`src/rtl/if_stage.sv`:
```
// if_stage: instruction-fetch stage. Holds the fetch PC, issues in-order requests
// to instruction memory under a credit limit, and buffers returned words with their
// PCs for decode. Redirects flush the buffer and drop in-flight responses.
// Optional build macro: IF_ALIGN_CHECK_EN (misaligned redirect produces one faulting
// nop entry with adef_o=1 and halts fetch until the next redirect).
module if_stage #(
  parameter logic [31:0] RESET_PC = 32'h1c00_0000,
  parameter int unsigned IB_DEPTH = 4
) (
  input  logic        clk,
  input  logic        rst,
  output logic        inst_req_o,
  output logic [31:0] inst_addr_o,
  input  logic        inst_gnt_i,
  input  logic        inst_rvalid_i,
  input  logic [31:0] inst_rdata_i,
  input  logic        branch_flag_i,
  input  logic [31:0] branch_target_i,
  output logic        valid_o,
  output logic [31:0] pc_o,
  output logic [31:0] inst_o,
  input  logic        id_ready_i
`ifdef IF_ALIGN_CHECK_EN
  ,
  output logic        adef_o
`endif
);

  localparam int unsigned PW = $clog2(IB_DEPTH);
  localparam int unsigned CW = $clog2(IB_DEPTH) + 1;
  localparam int unsigned SW = CW + 1;
  localparam logic [31:0] NOP_INST = 32'h0340_0000;

  logic [31:0]   fetch_pc;
  logic [31:0]   resp_pc;
  logic [CW-1:0] count;
  logic [CW-1:0] outst;
  logic [CW-1:0] drop;
  logic [PW-1:0] head;
  logic [PW-1:0] tail;
  logic [31:0]   pc_mem   [IB_DEPTH];
  logic [31:0]   inst_mem [IB_DEPTH];

  logic [31:0]   tgt;
  logic [SW-1:0] credit;
  logic          fetch_halt;
  logic          adef_push;
  logic          rsp_keep;
  logic          issue;
  logic          push;
  logic          pop;
  logic [31:0]   push_inst;

`ifdef IF_ALIGN_CHECK_EN
  logic misalign;
  logic halt;
  logic adef_pend;
  logic adef_mem [IB_DEPTH];

  assign misalign   = |branch_target_i[1:0];
  assign tgt        = branch_target_i;
  assign fetch_halt = halt;
  assign adef_push  = adef_pend && (outst == '0) && (drop == '0);
  assign adef_o     = valid_o ? adef_mem[head] : 1'b0;
`else
  logic unused_tgt_lo;

  assign unused_tgt_lo = ^branch_target_i[1:0];
  assign tgt           = {branch_target_i[31:2], 2'b00};
  assign fetch_halt    = 1'b0;
  assign adef_push     = 1'b0;
`endif

  // Credit check uses registered count/outst so a pop frees a slot only next cycle
  assign credit     = SW'(count) + SW'(outst);
  assign inst_req_o = rst && !branch_flag_i && !fetch_halt && (credit < SW'(IB_DEPTH));
  assign inst_addr_o = fetch_pc;
  assign issue      = inst_req_o && inst_gnt_i;

  assign rsp_keep   = inst_rvalid_i && (drop == '0);
  assign push       = !branch_flag_i && (rsp_keep || adef_push);
  assign push_inst  = adef_push ? NOP_INST : inst_rdata_i;
  assign pop        = valid_o && id_ready_i && !branch_flag_i;

  assign valid_o    = (count != '0);
  assign pc_o       = valid_o ? pc_mem[head]   : 32'h0;
  assign inst_o     = valid_o ? inst_mem[head] : 32'h0;

  // PC, counters and buffer pointers; redirect takes priority over issue/push/pop
  always_ff @(posedge clk) begin
    if (!rst) begin
      fetch_pc  <= RESET_PC;
      resp_pc   <= RESET_PC;
      count     <= '0;
      outst     <= '0;
      drop      <= '0;
      head      <= '0;
      tail      <= '0;
`ifdef IF_ALIGN_CHECK_EN
      halt      <= 1'b0;
      adef_pend <= 1'b0;
`endif
    end else if (branch_flag_i) begin
      fetch_pc  <= tgt;
      resp_pc   <= tgt;
      count     <= '0;
      head      <= '0;
      tail      <= '0;
      outst     <= outst - CW'(inst_rvalid_i);
      drop      <= outst - CW'(inst_rvalid_i);
`ifdef IF_ALIGN_CHECK_EN
      halt      <= misalign;
      adef_pend <= misalign;
`endif
    end else begin
      if (issue) fetch_pc <= fetch_pc + 32'd4;
      outst <= outst + CW'(issue) - CW'(inst_rvalid_i);
      if (inst_rvalid_i && (drop != '0)) drop <= drop - CW'(1);
      if (push) begin
        tail    <= tail + PW'(1);
        resp_pc <= resp_pc + 32'd4;
      end
      if (pop) head <= head + PW'(1);
      if (push && !pop)      count <= count + CW'(1);
      else if (!push && pop) count <= count - CW'(1);
`ifdef IF_ALIGN_CHECK_EN
      if (adef_push) adef_pend <= 1'b0;
`endif
    end
  end

  // Buffer storage write; contents are only observed through count-gated outputs
  always_ff @(posedge clk) begin
    if (rst && push) begin
      pc_mem[tail]   <= resp_pc;
      inst_mem[tail] <= push_inst;
`ifdef IF_ALIGN_CHECK_EN
      adef_mem[tail] <= adef_push;
`endif
    end
  end

endmodule

```
`config.mk`:
```
export PLATFORM = sky130hd
export DESIGN_NAME = if_stage
export DESIGN_NICKNAME = d
export VERILOG_FILES = /design/src/rtl/if_stage.sv
export SDC_FILE = /design/constraint.sdc
export NUM_CORES = 1
export LEC_CHECK = 0
export CAP_MARGIN = 15
export CELL_PAD_IN_SITES_DETAIL_PLACEMENT = 0
export CELL_PAD_IN_SITES_GLOBAL_PLACEMENT = 1
export CORE_MARGIN = 4
export CORE_UTILIZATION = 45
export CTS_CLUSTER_SIZE = 16
export DETAILED_ROUTE_END_ITERATION = 10
export DONT_BUFFER_PORTS = 1
export PLACE_DENSITY_LB_ADDON = 0.1
export SKIP_CTS_REPAIR_TIMING = 1
export SYNTH_ARGS = -nofsm -noshare
export SYNTH_HDL_FRONTEND = slang
export SYNTH_SLANG_ARGS = --single-unit
```
`constraint.sdc`:
```
create_clock -name clk -period 3.1 [get_ports clk]
set_clock_uncertainty 0.05 [all_clocks]
set_input_delay 0.155 -clock clk [delete_from_list [all_inputs] [get_ports clk]]
set_output_delay 0.155 -clock clk [all_outputs]
set_load 0.005 [all_outputs]
```
==> flow_metrics.py, run 1 <==
metrics = {
    "floorplanning": {
        "die_y_um": 181,
        "rows": 63,
        "pin_count": 168,
        "start_util": 0.455,
        "die_w_um": 181,
        "dieArea_mm2": 0.0327,
        "core_mm2": 0.0296,
    },
    "timing": {
        "setup_viol": 0,
        "grt_setup_unrepaired": "false",
        "min_period_ns": 2.91,
        "period_share": 0.939,
        "hold_violations": 0,
        "fmax_ghz": 0.344,
        "report.final.slew_viol_count": 0,
        "worst_slew_pin_slew_ns": 0.861,
        "final.setup.tns_ns": 0,
        "setup_slack_ns": 0.190,
        "max_slew_margin": 0.425,
    },
    "critical_path": {
        "ff2ff_setup_slack_ns": 0.19,
        "worst_ep_required_time_ns": 3.39,
        "crit_path_end_kind": "flop",
        "worstPathMaxFanout": 4,
        "cp_cell_sequence": "ha_4 -> or4b_4 -> nor3_4 -> inv_4 -> ha_1 -> inv_1 -> ha_1 -> fa_2 -> xor2_1 -> o21ai_1 -> xnor2_1 -> nor2_1",
        "path_buf_inv": 2,
        "critical-path-top-delay-family": "adder cells",
        "slowest_delay_ns": 0.50,
        "reg2reg_depth": 12,
        "reg2reg_from": "count[2]",
        "critPathLaunchType": "flop",
        "critPathArrivalTime_ns": 3.20,
        "timing.rr.end": "outst[2]",
        "path_class": "reg -> reg",
        "crit_path_top_delay_cell": "or4b_4",
        "crit_top_cell": "ha_1",
    },
    "flow_run": {
        "maxCapViolations": 0,
    },
    "finish": {
        "area_growth_pct": 17.8,
        "fin_util": 0.536,
        "fillers": 2447,
        "drive_above_1_share": 0.150,
        "multi_input_area_mm2": 0.00423,
        "final_area_mm2": 0.0158,
        "fin_nets": 1049,
        "diodes": 0,
        "seq_area_mm2": 0.00895,
    },
    "yosys": {
        "synth.most_common_cell": "edfxtp_1",
        "yosysSeqAreaShare": 0.666,
        "synth_edf_count": 248,
        "yosys.area.top_type": "edfxtp_1",
        "synthCells": 884,
        "yosys_warnings": 0,
        "syn_avg_cell_area_um2": 15.2,
        "netlist_area_mm2": 0.0134,
        "yosys_register_bits": 323,
        "synth_area_leaders": "edfxtp_1 (55%), dfxtp_1 (11%), mux4_2 (10%)",
        "synth_top_area_share": 0.554,
        "ys_types": 55,
        "synthFlopType": "edfxtp_1",
        "synth-async-reset-ratio": 0,
        "synth_common_cells": "edfxtp_1 (248), dfxtp_1 (75), and2_1 (72)",
    },
    "placement": {
        "gp_congestion": 0.846,
        "port_buffers": 0,
        "place_ws_ns": 0.0820,
        "placed_area_mm2": 0.0139,
        "place_hpwl_um": 17700,
    },
    "global_route": {
        "grt_pass1_wl_um": 45600,
        "grt_use_met2": 0.289,
        "grt-ovfl-total": 0,
        "grt_antenna_before_repair": 1,
        "grt-busiest-layer": "met2",
        "grt_use_met1": 0.228,
        "grt_use_met3": 0.0566,
        "grt_pass1_vias": 7951,
        "grt_usage": 0.175,
        "grt_max_degree": 75,
    },
    "power_and_ir_drop": {
        "power.share.clock": 0.430,
        "pwr-share-seq": 0.506,
        "power_w": 0.00967,
        "peakVddDrop_v": 0.000346,
        "powerDensity_mw_per_mm2": 611,
        "power.internal_w": 0.00764,
        "swShare": 0.210,
        "comb_power_share": 0.064,
        "switching_power_w": 0.00204,
        "leakage_nw": 5.19,
    },
    "route": {
        "post_drt_wl_per_cell_um": 21.3,
        "drc_errors": 0,
        "vias_per_cell": 5.62,
        "detail-route-antenna-nets": 0,
        "via_count": 7737,
        "initialDrtViolationCount": 420,
        "drt_pass1_iterations": 5,
        "wl_um": 29300,
    },
    "min_path": {
        "hold_depth": 3,
        "min_from": "id_ready_i",
        "min_path_type": "in -> reg",
    },
    "clocking": {
        "cts_sinks": 323,
        "clk-insertion-delay-late_ns": 0.51,
        "cts-root-buf": "clkbuf_16",
        "cts_max_level": 2,
        "clockBufferDepth": 3,
        "cts_buffers": 35,
        "clkTransAtPathRegs_ns": 0.06,
        "cts_tree": "built",
    },
    "status": {
        "status": "completed",
    },
}
==> power by group through the flow <==
stage | Combinational, W | Sequential (W) | Clock [W]
final | 0.000620 | 0.00489 | 0.00416
after global placement | 0.000498 | 0.00497 | 0
after global routing | 0.000690 | 0.00491 | 0.00448
after detailed placement | 0.000517 | 0.00498 | 0
after CTS | 0.000520 | 0.00489 | 0.00428
after floorplan | 0.000399 | 0.00494 | 0
==> how the worst max path moves through the flow <==
stage	startpoint	to	cells past startpoint
floorplan	count[2]	outst[2]	13
global route	count[2]	outst[2]	12
finish	count[2]	outst[2]	12
detailed placement	count[2]	outst[2]	12
global placement	count[2]	outst[2]	12
CTS	count[2]	outst[2]	12
==> layout make-up <==
cell class / instances / area share
clock inverters: 16 / 0.0126
clock buffers: 46 / 0.0606
repair buffers: 88 / 0.0588
well taps: 390 / 0.0308
flip-flops and latches: 323 / 0.565
multi-input cells: 495 / 0.267
inverters: 19 / 0.00466
==> tightest hold or removal path, cell delays in order <==
cell and delay (ns):
and3_1 0.21, xnor2_1 0.10, nor2_1 0.08
==> per-stage QoR <==
stage,std cells,hold slack [ns]
after detailed placement,1244,0.204
after global placement,1244,0.204
final,1377,0.0359
after global routing,1377,0.0484
after floorplan,887,0.204
after CTS,1306,-0.329
==> sequential cells by signal (all words and copies together), names as in the netlist, named ones only <==
name         cells
pc_mem         120
drop             3
inst_addr_o     30
count            3
outst            3
inst_mem       128
head             2
tail             2
resp_pc         30
==> logic make-up (layout without fill, tap and decap cells) <==
logic type,after synthesis,count (layout),synth area share
flip-flops,323,323,0.666
buffers and inverters,69,169,0.0220
adder cells (fa/ha/maj),17,17,0.0169
AO/OA/AOI/OAI,111,111,0.0472
AND/OR/NAND/NOR,248,248,0.109
multiplexers,65,65,0.106
XOR/XNOR,50,50,0.0326
other,1,4,0.000279
==> cell usage in the layout (no fill, tap or decap), drive strengths merged, types with 28 or more instances in the layout <==
cell,n
nand2,33
a21oi,46
dfxtp,75
nor2,29
xor2,36
clkbuf,46
o21ai,37
dlygate4sd3,68
mux4,62
and2,72
edfxtp,248
nand4,28
==> metal layers <==
layer,up-vias,routed length (um)
li1,3542,-
met1,3934,12700
met2,219,14200
met3,40,1870
met4,2,520
met5,-,13
Note: power is estimated with default switching activity, not from simulation.
==> inputs of run 2 (changes only) <==
--- a/config.mk
+++ b/config.mk
@@ -13,7 +13,7 @@
 export CTS_CLUSTER_SIZE = 16
 export DETAILED_ROUTE_END_ITERATION = 10
 export DONT_BUFFER_PORTS = 1
-export PLACE_DENSITY_LB_ADDON = 0.1
+export PLACE_DENSITY = 0.71
 export SKIP_CTS_REPAIR_TIMING = 1
 export SYNTH_ARGS = -nofsm -noshare
 export SYNTH_HDL_FRONTEND = slang
==> run 2 against run 1 <==
Effect of this change:
- combinational power down 1%
- sequential power about the same
- clock power down 7.5%
- sequential cell count unchanged
- highest routed layer unchanged
- critical endpoint is now inst_addr_o[7]
==> flow_metrics.py, run 2 (synthesized netlist as in run 1, its figures left out) <==
metrics = {
    "floorplanning": {
        "die_w_um": 181,
        "rows": 63,
        "start_util": 0.455,
        "core_mm2": 0.0296,
        "pin_count": 168,
        "dieArea_mm2": 0.0327,
        "die_y_um": 181,
    },
    "route": {
        "vias_per_cell": 5.48,
        "initialDrtViolationCount": 474,
        "post_drt_wl_per_cell_um": 20.7,
        "wl_um": 28700,
        "detail-route-antenna-nets": 0,
        "drc_errors": 0,
        "via_count": 7597,
        "drt_pass1_iterations": 4,
    },
    "timing": {
        "period_share": 0.959,
        "report.final.slew_viol_count": 0,
        "max_slew_margin": 0.456,
        "final.setup.tns_ns": 0,
        "hold_violations": 0,
        "fmax_ghz": 0.336,
        "worst_hold_slack_ns": 0.0218,
        "setup_viol": 0,
        "min_period_ns": 2.97,
        "worst_slew_pin_slew_ns": 0.814,
    },
    "clocking": {
        "clkTransAtPathRegs_ns": 0.05,
        "cts_sinks": 323,
        "cts-root-buf": "clkbuf_16",
        "clk-insertion-delay-late_ns": 0.50,
        "cts_max_level": 2,
        "cts_tree": "built",
        "cts_buffers": 36,
        "clockBufferDepth": 3,
    },
    "finish": {
        "top_register": "inst_mem",
        "drive_above_1_share": 0.154,
        "largest_registers": "inst_mem (128), pc_mem (120)",
        "layout_common_cells": "edfxtp_1 (248), dfxtp_1 (72), dlygate4sd3_1 (71), and2_1 (68), mux4_2 (62)",
        "diodes": 0,
        "largest_reg_flops": 128,
        "fin_nets": 1059,
        "layout_commonest_cell": "edfxtp_1",
        "area_growth_pct": 17.6,
    },
    "global_route": {
        "grt_pass1_wl_um": 44000,
        "grt_usage": 0.169,
        "grt_antenna_before_repair": 1,
        "grt_max_degree": 75,
        "grt-ovfl-total": 0,
        "grt_pass1_vias": 7495,
    },
    "power_and_ir_drop": {
        "power.share.clock": 0.411,
        "peakVddDrop_v": 0.000349,
        "swShare": 0.221,
        "comb_power_share": 0.065,
        "powerDensity_mw_per_mm2": 592,
        "switching_power_w": 0.00207,
        "power.internal_w": 0.00728,
        "pwr-share-seq": 0.523,
        "leakage_nw": 5.20,
        "power_w": 0.00935,
    },
    "placement": {
        "gp_congestion": 0.803,
        "place_hpwl_um": 18100,
        "port_buffers": 0,
    },
    "critical_path": {
        "worst_ep_required_time_ns": 3.43,
        "path_class": "reg -> reg",
        "critPathLaunchType": "flop",
        "critPathArrivalTime_ns": 3.30,
        "crit_path_end_kind": "flop",
        "worstPathMaxFanout": 7,
    },
    "status": {
        "status": "completed",
    },
    "flow_run": {
        "maxCapViolations": 0,
    },
    "min_path": {
        "min_path_type": "in -> reg",
    },
}
run 2: per-layer routing:
metal	wire [um]	part of all wire	global-route usage
met4	519	0.018	0.0381
met2	13400	0.47	0.265
met5	13	0.00045	0
met3	1890	0.066	0.0521
met1	12900	0.45	0.236
run 2: worst paths after layout:
| kind | from | endpoint | slack, ns | cells after the start |
|---|---|---|---|---|
| min reg2reg | head[1] | flop | 0.48 | 2 |
| min | id_ready_i | head[0] | 0.02 | 3 |
| max reg2reg | count[2] | inst_addr_o[7] | 0.13 | 8 |
| max | count[2] | inst_addr_o[7] | 0.13 | 8 |
run 2: power groups by stage:
stage               Combinational, W  Clock [W]  Sequential, W
floorplan                   0.000399          0        0.00494
global placement            0.000501          0        0.00498
detailed placement          0.000506          0        0.00498
CTS                         0.000509    0.00394        0.00489
global route                0.000686    0.00413        0.00491
finish                      0.000612    0.00385        0.00489
run 2: cell type report:
| cell class | count | area, um^2 |
|---|---|---|
| repair buffers | 97 | 1010 |
| clock buffers | 47 | 942 |
| clock inverters | 16 | 119 |
| inverters | 19 | 73.8 |
| multi-input cells | 495 | 4220 |
| flip-flops and latches | 323 | 8950 |
| well taps | 390 | 488 |
| fillers | 2428 | 13800 |
run 2: critical path, stage by stage, from the launching register on:
cell and delay [ns]:
dfxtp_1 0.33, ha_1 0.31, or4b_4 0.51, buf_4 0.21, nor4_4 0.39, nand3_1 0.15, and3_1 0.20, o21a_1 0.17
dlygate4sd3_1 0.54
run 2: through the flow:
stage	utilization	instance area, um^2	worst slack, ns	std cells
5_1_grt	0.535	15800	-0.00606	1387
2_1_floorplan	-	13500	0.00136	887
6_report	0.535	15800	0.126	1387
3_5_place_dp	0.473	14000	0.188	1251
4_1_cts	0.509	15100	0.188	1314
3_3_place_gp	0.473	14000	0.204	1251
